**config.mk**
```make
export PLATFORM = sky130hd
export DESIGN_NAME = fde_sequencer
export DESIGN_NICKNAME = d
export VERILOG_FILES = /design/src/rtl/fde_sequencer.sv
export SDC_FILE = /design/constraint.sdc
export NUM_CORES = 1
export LEC_CHECK = 0
export ABC_AREA = 1
export CORE_ASPECT_RATIO = 0.75
export CORE_MARGIN = 10
export CORE_UTILIZATION = 44
export DETAILED_ROUTE_END_ITERATION = 10
export PLACE_DENSITY = 0.76
export SLEW_MARGIN = 15
export SYNTH_ARGS = -nofsm -noshare
export SYNTH_HDL_FRONTEND = slang
export SYNTH_SLANG_ARGS = --single-unit
```
**constraint.sdc**
```tcl
create_clock -name clk -period 2.99 [get_ports clk]
set_input_delay 0.897 -clock clk [delete_from_list [all_inputs] [get_ports clk]]
set_output_delay 0.897 -clock clk [all_outputs]
set_load 0.02 [all_outputs]
```
**src/rtl/fde_sequencer.sv**
```systemverilog
// Instruction-cycle sequencer: walks NUM_PHASES one-hot phases per instruction,
// inserts per-phase wait states, honours stall/step/enable, halts at instruction
// boundaries and counts retired instructions.
module fde_sequencer #(
   parameter  int unsigned NUM_PHASES = 3,
   parameter  int unsigned WAIT_W     = 4,
   parameter  int unsigned CNT_W      = 16,
   localparam int unsigned PHASE_W    = $clog2(NUM_PHASES)
) (
   input  logic                         clk,
   input  logic                         rst,
   input  logic                         enable,
   input  logic                         stall,
   input  logic                         step_mode,
   input  logic                         step,
   input  logic                         halt_req,
   input  logic                         resume,
   input  logic [NUM_PHASES*WAIT_W-1:0] wait_cycles,
   output logic [NUM_PHASES-1:0]        phase_onehot,
   output logic [PHASE_W-1:0]           phase_idx,
   output logic                         phase_last,
   output logic                         cycle_done,
   output logic                         idle,
   output logic                         halted,
   output logic [CNT_W-1:0]             instr_count
);

   localparam logic [PHASE_W-1:0] LastPh = PHASE_W'(NUM_PHASES - 1);

   typedef enum logic [1:0] {StIdle, StRun, StHalted} state_e;

   state_e                  state_q, state_d;
   logic [PHASE_W-1:0]      ph_q, ph_d;
   logic [WAIT_W-1:0]       wc_q, wc_d;
   logic [CNT_W-1:0]        cnt_q, cnt_d;
   logic [NUM_PHASES-1:0]   onehot_q, onehot_d;
   logic [PHASE_W-1:0]      idx_q, idx_d;
   logic                    idle_q, idle_d;
   logic                    halted_q, halted_d;

   logic [WAIT_W-1:0]       cur_wait;
   logic                    run;
   logic                    adv;
   logic                    at_last_ph;
   logic                    last_cyc;

   // Select the wait-state budget of the active phase.
   always_comb begin
      cur_wait = '0;
      for (int p = 0; p < NUM_PHASES; p++) begin
         if (ph_q == PHASE_W'(p)) begin
            cur_wait = wait_cycles[p*WAIT_W +: WAIT_W];
         end
      end
   end

   // Live phase-end compare: shrinking the budget mid-phase ends it at once.
   always_comb begin
      run        = (state_q == StRun);
      adv        = enable & ~stall & (~step_mode | step);
      at_last_ph = (ph_q == LastPh);
      last_cyc   = run & (wc_q >= cur_wait);
      phase_last = last_cyc;
      cycle_done = ~rst & run & adv & last_cyc & at_last_ph;
   end

   // Next state, phase, wait counter, retire counter and registered outputs.
   always_comb begin
      state_d = state_q;
      ph_d    = ph_q;
      wc_d    = wc_q;
      cnt_d   = cnt_q;
      case (state_q)
         StIdle: begin
            if (enable) begin
               state_d = StRun;
               ph_d    = '0;
               wc_d    = '0;
            end
         end
         StRun: begin
            if (adv) begin
               if (!last_cyc) begin
                  wc_d = wc_q + WAIT_W'(1);
               end else if (!at_last_ph) begin
                  ph_d = ph_q + PHASE_W'(1);
                  wc_d = '0;
               end else begin
                  cnt_d = cnt_q + CNT_W'(1);
                  ph_d  = '0;
                  wc_d  = '0;
                  if (halt_req) begin
                     state_d = StHalted;
                  end
               end
            end
         end
         StHalted: begin
            // resume wins over a concurrent halt_req
            if (enable && resume) begin
               state_d = StRun;
               ph_d    = '0;
               wc_d    = '0;
            end
         end
         default: begin
            state_d = StIdle;
            ph_d    = '0;
            wc_d    = '0;
         end
      endcase

      onehot_d = '0;
      for (int p = 0; p < NUM_PHASES; p++) begin
         onehot_d[p] = (state_d == StRun) && (ph_d == PHASE_W'(p));
      end
      idx_d    = (state_d == StRun) ? ph_d : '0;
      idle_d   = (state_d == StIdle);
      halted_d = (state_d == StHalted);
   end

   // State register; rst dominates every other input.
   always_ff @(posedge clk) begin
      if (rst) begin
         state_q  <= StIdle;
         ph_q     <= '0;
         wc_q     <= '0;
         cnt_q    <= '0;
         onehot_q <= '0;
         idx_q    <= '0;
         idle_q   <= 1'b1;
         halted_q <= 1'b0;
      end else begin
         state_q  <= state_d;
         ph_q     <= ph_d;
         wc_q     <= wc_d;
         cnt_q    <= cnt_d;
         onehot_q <= onehot_d;
         idx_q    <= idx_d;
         idle_q   <= idle_d;
         halted_q <= halted_d;
      end
   end

   assign phase_onehot = onehot_q;
   assign phase_idx    = idx_q;
   assign idle         = idle_q;
   assign halted       = halted_q;
   assign instr_count  = cnt_q;

endmodule

```
# Word-level counts from Yosys, hierarchy flattened
# Index checks and enable logic that the tools add are counted.
# op_classes
addsub,3
order_cmp,1
eq_ne,11
muxes,21
n_bitwise,12
n_reduce_logical,11
# ops
operator,n
$mux W4,7
$mux W2,11
$add A16 B1 Y16 const B,1
$pmux W2 S3,2
$pmux W4 S3,1
$eq A2 B1 Y1 const B,4
$eq A2 B2 Y1 const B,4
$logic_not A2 Y1,4
$and A1 B1 Y1,7
$add A4 B1 Y4 const B,1
$ge A4 B4 Y1,1
$logic_and A1 B1 Y1,4
$ne A2 B2 Y1 const B,2
$not A1 Y1,4
$reduce_and A4 Y1,1
$reduce_and A3 Y1,1
$add A2 B1 Y2 const B,1
$ne A2 B1 Y1 const B,1
$reduce_or A2 Y1,1
$or A1 B1 Y1,1
# word_totals
reg_bits,31
out_inout_bits,25
word_cells,67

# Depth between registers and ports, before layout
# logic_depth
depth_word,12
depth_mapped,18
depth_no_buf,18

# Worst setup path before layout
# No wires, ideal clock.
# synth_timing
path_type,input to output
start,input wait_cycles[7]
end,output cycle_done
arrival_time_ns,2.291
required_time_ns,2.093
setup_slack_ns,-0.198
stages,13
n_path_buf,1
cell_sequence,inv_1 > nor2_1 > a221oi_1 > ha_1 > nand2_1 > inv_1 > nand2_1 > nand3_2 > nand2_2 > inv_4 > nand2_8 > buf_6 > nor2_1
# synth_via
elab_chain_len,6
# synth_rtl
item,line,rtl
"start, declared",18,"input logic [NUM_PHASES*WAIT_W-1:0] wait_cycles,"
$mux W4 (2 in series),51,if (ph_q == PHASE_W'(p)) begin
$ge A4 B4 Y1,62,last_cyc = run & (wc_q >= cur_wait);
$and A1 B1 Y1,62,
net phase_last,21,"output logic phase_last,"
$and A1 B1 Y1 (2 in series),64,cycle_done = ~rst & run & adv & last_cyc & at_last_ph;
"end, declared",22,"output logic cycle_done,"
# The timed path passes the listed nets, and every way through them passes these cells.

# Final worst setup path
# layout_timing
start,input wait_cycles[4]
end,output cycle_done
# layout_via
elab_chain_len,6
# layout_rtl
item,line
$mux W4 (2 in series),51
$ge A4 B4 Y1,62
$and A1 B1 Y1,62
$and A1 B1 Y1 (2 in series),64
# No other way between the ends.

==> results.cfg <==
[yosys]
async_flop_share_pct = 0
synth_area_mm2 = 0.00183
muxShareOfSynthArea_pct = 0
syn_avg_cell_area_um2 = 7.55
yosys.area_share.simple_pct = 32.8
synthAdderAreaFrac_pct = 4.09
synth_ff_type = dfxtp_1
synth_cell_types = 33
synth_xor_area_share_pct = 7.16
synth_edf_count = 0
synth-compound-area-share_pct = 12.6
syn-instance-count = 243
syn_nets = 269
synth_top_family_by_area = simple AND/OR/NAND/NOR gates
ys_seq_elements = 31
seq_area_frac_synth_pct = 33.8
yosysWarnings = 0

[detailed_routing]
wl_met2_mm = 1.84
ant_nets = 0
routed.top_layer = met4
met1_length_mm = 2.12
routedWlPerCell_um = 12.2
first_pass_iters = 4
vias = 1700
viasPerCell = 4.71
drc = 0
first_iter_violations = 100
routed_wl_mm = 4.39
route.met3.wl_um = 398

[pwr]
p_switching_w = 0.000199
comb_power_share_pct = 11.1
swShare_pct = 22.8
clkPwrFrac_pct = 40.5
ir_worst_vdd_v = 0.000302
power.density_mw_per_mm2 = 342
internal_power_w = 0.000674
p_seq_share_pct = 48.4
power.leakage_nw = 1.02

[floorplanning]
fp-row-count = 20
dieArea_mm2 = 0.00718
core_area_mm2 = 0.00403
ios = 45
die_width_um = 94.6
start_util_pct = 45.5
die_y_um = 75.9

[timing]
max_slew_margin_pct = 80.6
clock_skew_ns = 0.00409
worstMarginPinSlew_ns = 0.289
fin_setup_tns_ns = -0.141
rsz0062_at_grt = yes
max_freq_ghz = 0.326
setup_viol = 2
fin_crit_sh_pct = 102
setup_slack_ns = -0.0736
maxSlewViolCount = 0
finalHoldViolations = 0
fin_crit_ns = 3.06

[final_layout]
layout-drive-gt1-share_pct = 27.8
final_cell_area_mm2 = 0.00255
final_common_cell = nand2_1
area_growth_pct = 39.0
antennaDiodeCount = 0
layout_common_cells = 51 x nand2_1, 31 x dfxtp_1, 30 x clkdlybuf4s50_1
final_util_pct = 63.3
fin_nets = 331
fillers = 361
finalNonFillerCells = 361

[clocking]
cts_tree = done
cts.path.max_buffers = 2
hold_buffers = 0
clock_latency_ns = 0.28
clk_pin_slew_worst_paths_ns = 0.06
clock_sinks = 31
cts_buffers = 5
cts-root-buf = clkbuf_8
h-tree-depth = 2

[global_route]
grt_pass1_wl_mm = 7.47
grt_max_degree = 18
first_global_vias = 1613
grt_remaining_overflow = 0
track_usage_pct = 12.5
antenna_found_initial = 0

[worst_setup_path]
slowest_stage = ha_2
path_cells = clkdlybuf4s15_1 > nand3_1 > nand3_1 > ha_2 > nand4_1 > nand3_2 > nand2_2 > inv_4 > nand2_8 > nor2_4 > buf_6
required_ns = 2.09
start_kind = input port
max_stage_delay_ns = 0.31
arrival_ns = 2.17
critPathCaptureType = primary output
critical_path_class = input port to primary output
cp_common_cell = nand3_1
crit_fanout = 2

[placed_design]
dpl_cell_area_mm2 = 0.00246
port_buffers = 44
routabilityCongestion = 0.891
dp_hpwl_mm = 3.49
dp.cells = 352

[job]
drv_cap = 0

[status]
outcome = finished, violations left
violations = setup timing

[worst_hold_path]
min_path_type = flop to flop
stage by stage:
stage / total power, W / hold WS [ns] / setup slack [ns]
after floorplan: 0.000485 / 0.470 / -0.0721
after global placement: 0.000533 / 0.485 / -0.970
after CTS: 0.000883 / 0.511 / -0.0954
after detailed placement: 0.000534 / 0.501 / -0.988
after global routing: 0.000909 / 0.543 / -0.157
final: 0.000873 / 0.513 / -0.0736
Yosys cell counts, types with 4 or more instances:
| master | n | share of area, % |
|---|---|---|
| a21oi_1 | 9 | 2.5 |
| a21oi_2 | 10 | 4.8 |
| dfxtp_1 | 31 | 34 |
| ha_1 | 6 | 4.1 |
| inv_1 | 29 | 5.9 |
| nand2_1 | 51 | 10 |
| nand2_2 | 15 | 5.1 |
| nand3_1 | 15 | 4.1 |
| nand4_1 | 4 | 1.4 |
| nor2_1 | 25 | 5.1 |
| nor3_1 | 5 | 1.4 |
| xnor2_1 | 5 | 2.4 |
| xor2_1 | 10 | 4.8 |
power groups by stage:
stage          Sequential [W]  Combinational, W  Clock (W)
2_1_floorplan        0.000434         0.0000508          0
3_3_place_gp         0.000432          0.000101          0
3_5_place_dp         0.000432          0.000102          0
4_1_cts              0.000423         0.0000976   0.000362
5_1_grt              0.000423          0.000108   0.000378
6_report             0.000423         0.0000972   0.000353
state kept, by name, summed over array words and instances (netlist names):
signal and flops:
instr_count 16, wc_q 4, phase_onehot 3, ph_q 2, phase_idx 2, state_q 2
halted 1, idle 1
final timing paths:
check / start / to / slack (ns) / cells after the start
worst max-delay path: wait_cycles[4] / cycle_done / -0.07 / 11
worst min-delay path: instr_count[15]$_SDFFE_PP0P_ / instr_count[15]$_SDFFE_PP0P_ / 0.51 / 2
worst max register to register: ph_q[1]$_SDFF_PP0_ / instr_count[4]$_SDFFE_PP0P_ / 0.56 / 18
worst min register to register: instr_count[15]$_SDFFE_PP0P_ / instr_count[15]$_SDFFE_PP0P_ / 0.51 / 2
what timing repair did:
action / 4_1_cts / 5_1_grt
endpoints found under the hold margin: 0 / 0
pin swaps: 18 / 2
gates resized for setup: 56 / 2
setup endpoints to repair: 2 / 2
setup buffers: 1 / 0
cell type report:
cell class              instances  area (um^2)  area share [%]
inverters                      34          140            5.50
repair buffers                 59          539            21.1
multi-input cells             174         1080            42.4
clock buffers                   8          100            3.93
flip-flops and latches         31          621            24.3
well taps                      55         68.8            2.70
kinds of logic (layout without fill, tap and decap cells):
family | after synthesis | count (layout)
AOI/OAI and AO/OA | 30 | 30
adders and majority gates | 6 | 6
xor gates and xnor gates | 15 | 15
and+or+nand+nor | 123 | 123
DFF | 31 | 31
buffers and inverters | 38 | 101
layer usage:
layer  vias up  track usage (%)
met2        44             17.8
met3         5             5.51
met1       753             16.6
met4         0             3.13
met5         -                0
li1        898                -
worst max-delay path, delay by kind of cell:
family | cells | cell delay [ns]
buffers and inverters | 3 | 0.38
and+or+nand+nor | 7 | 0.57
adders and majority gates | 1 | 0.31
Power figures use the tool's default switching activity.
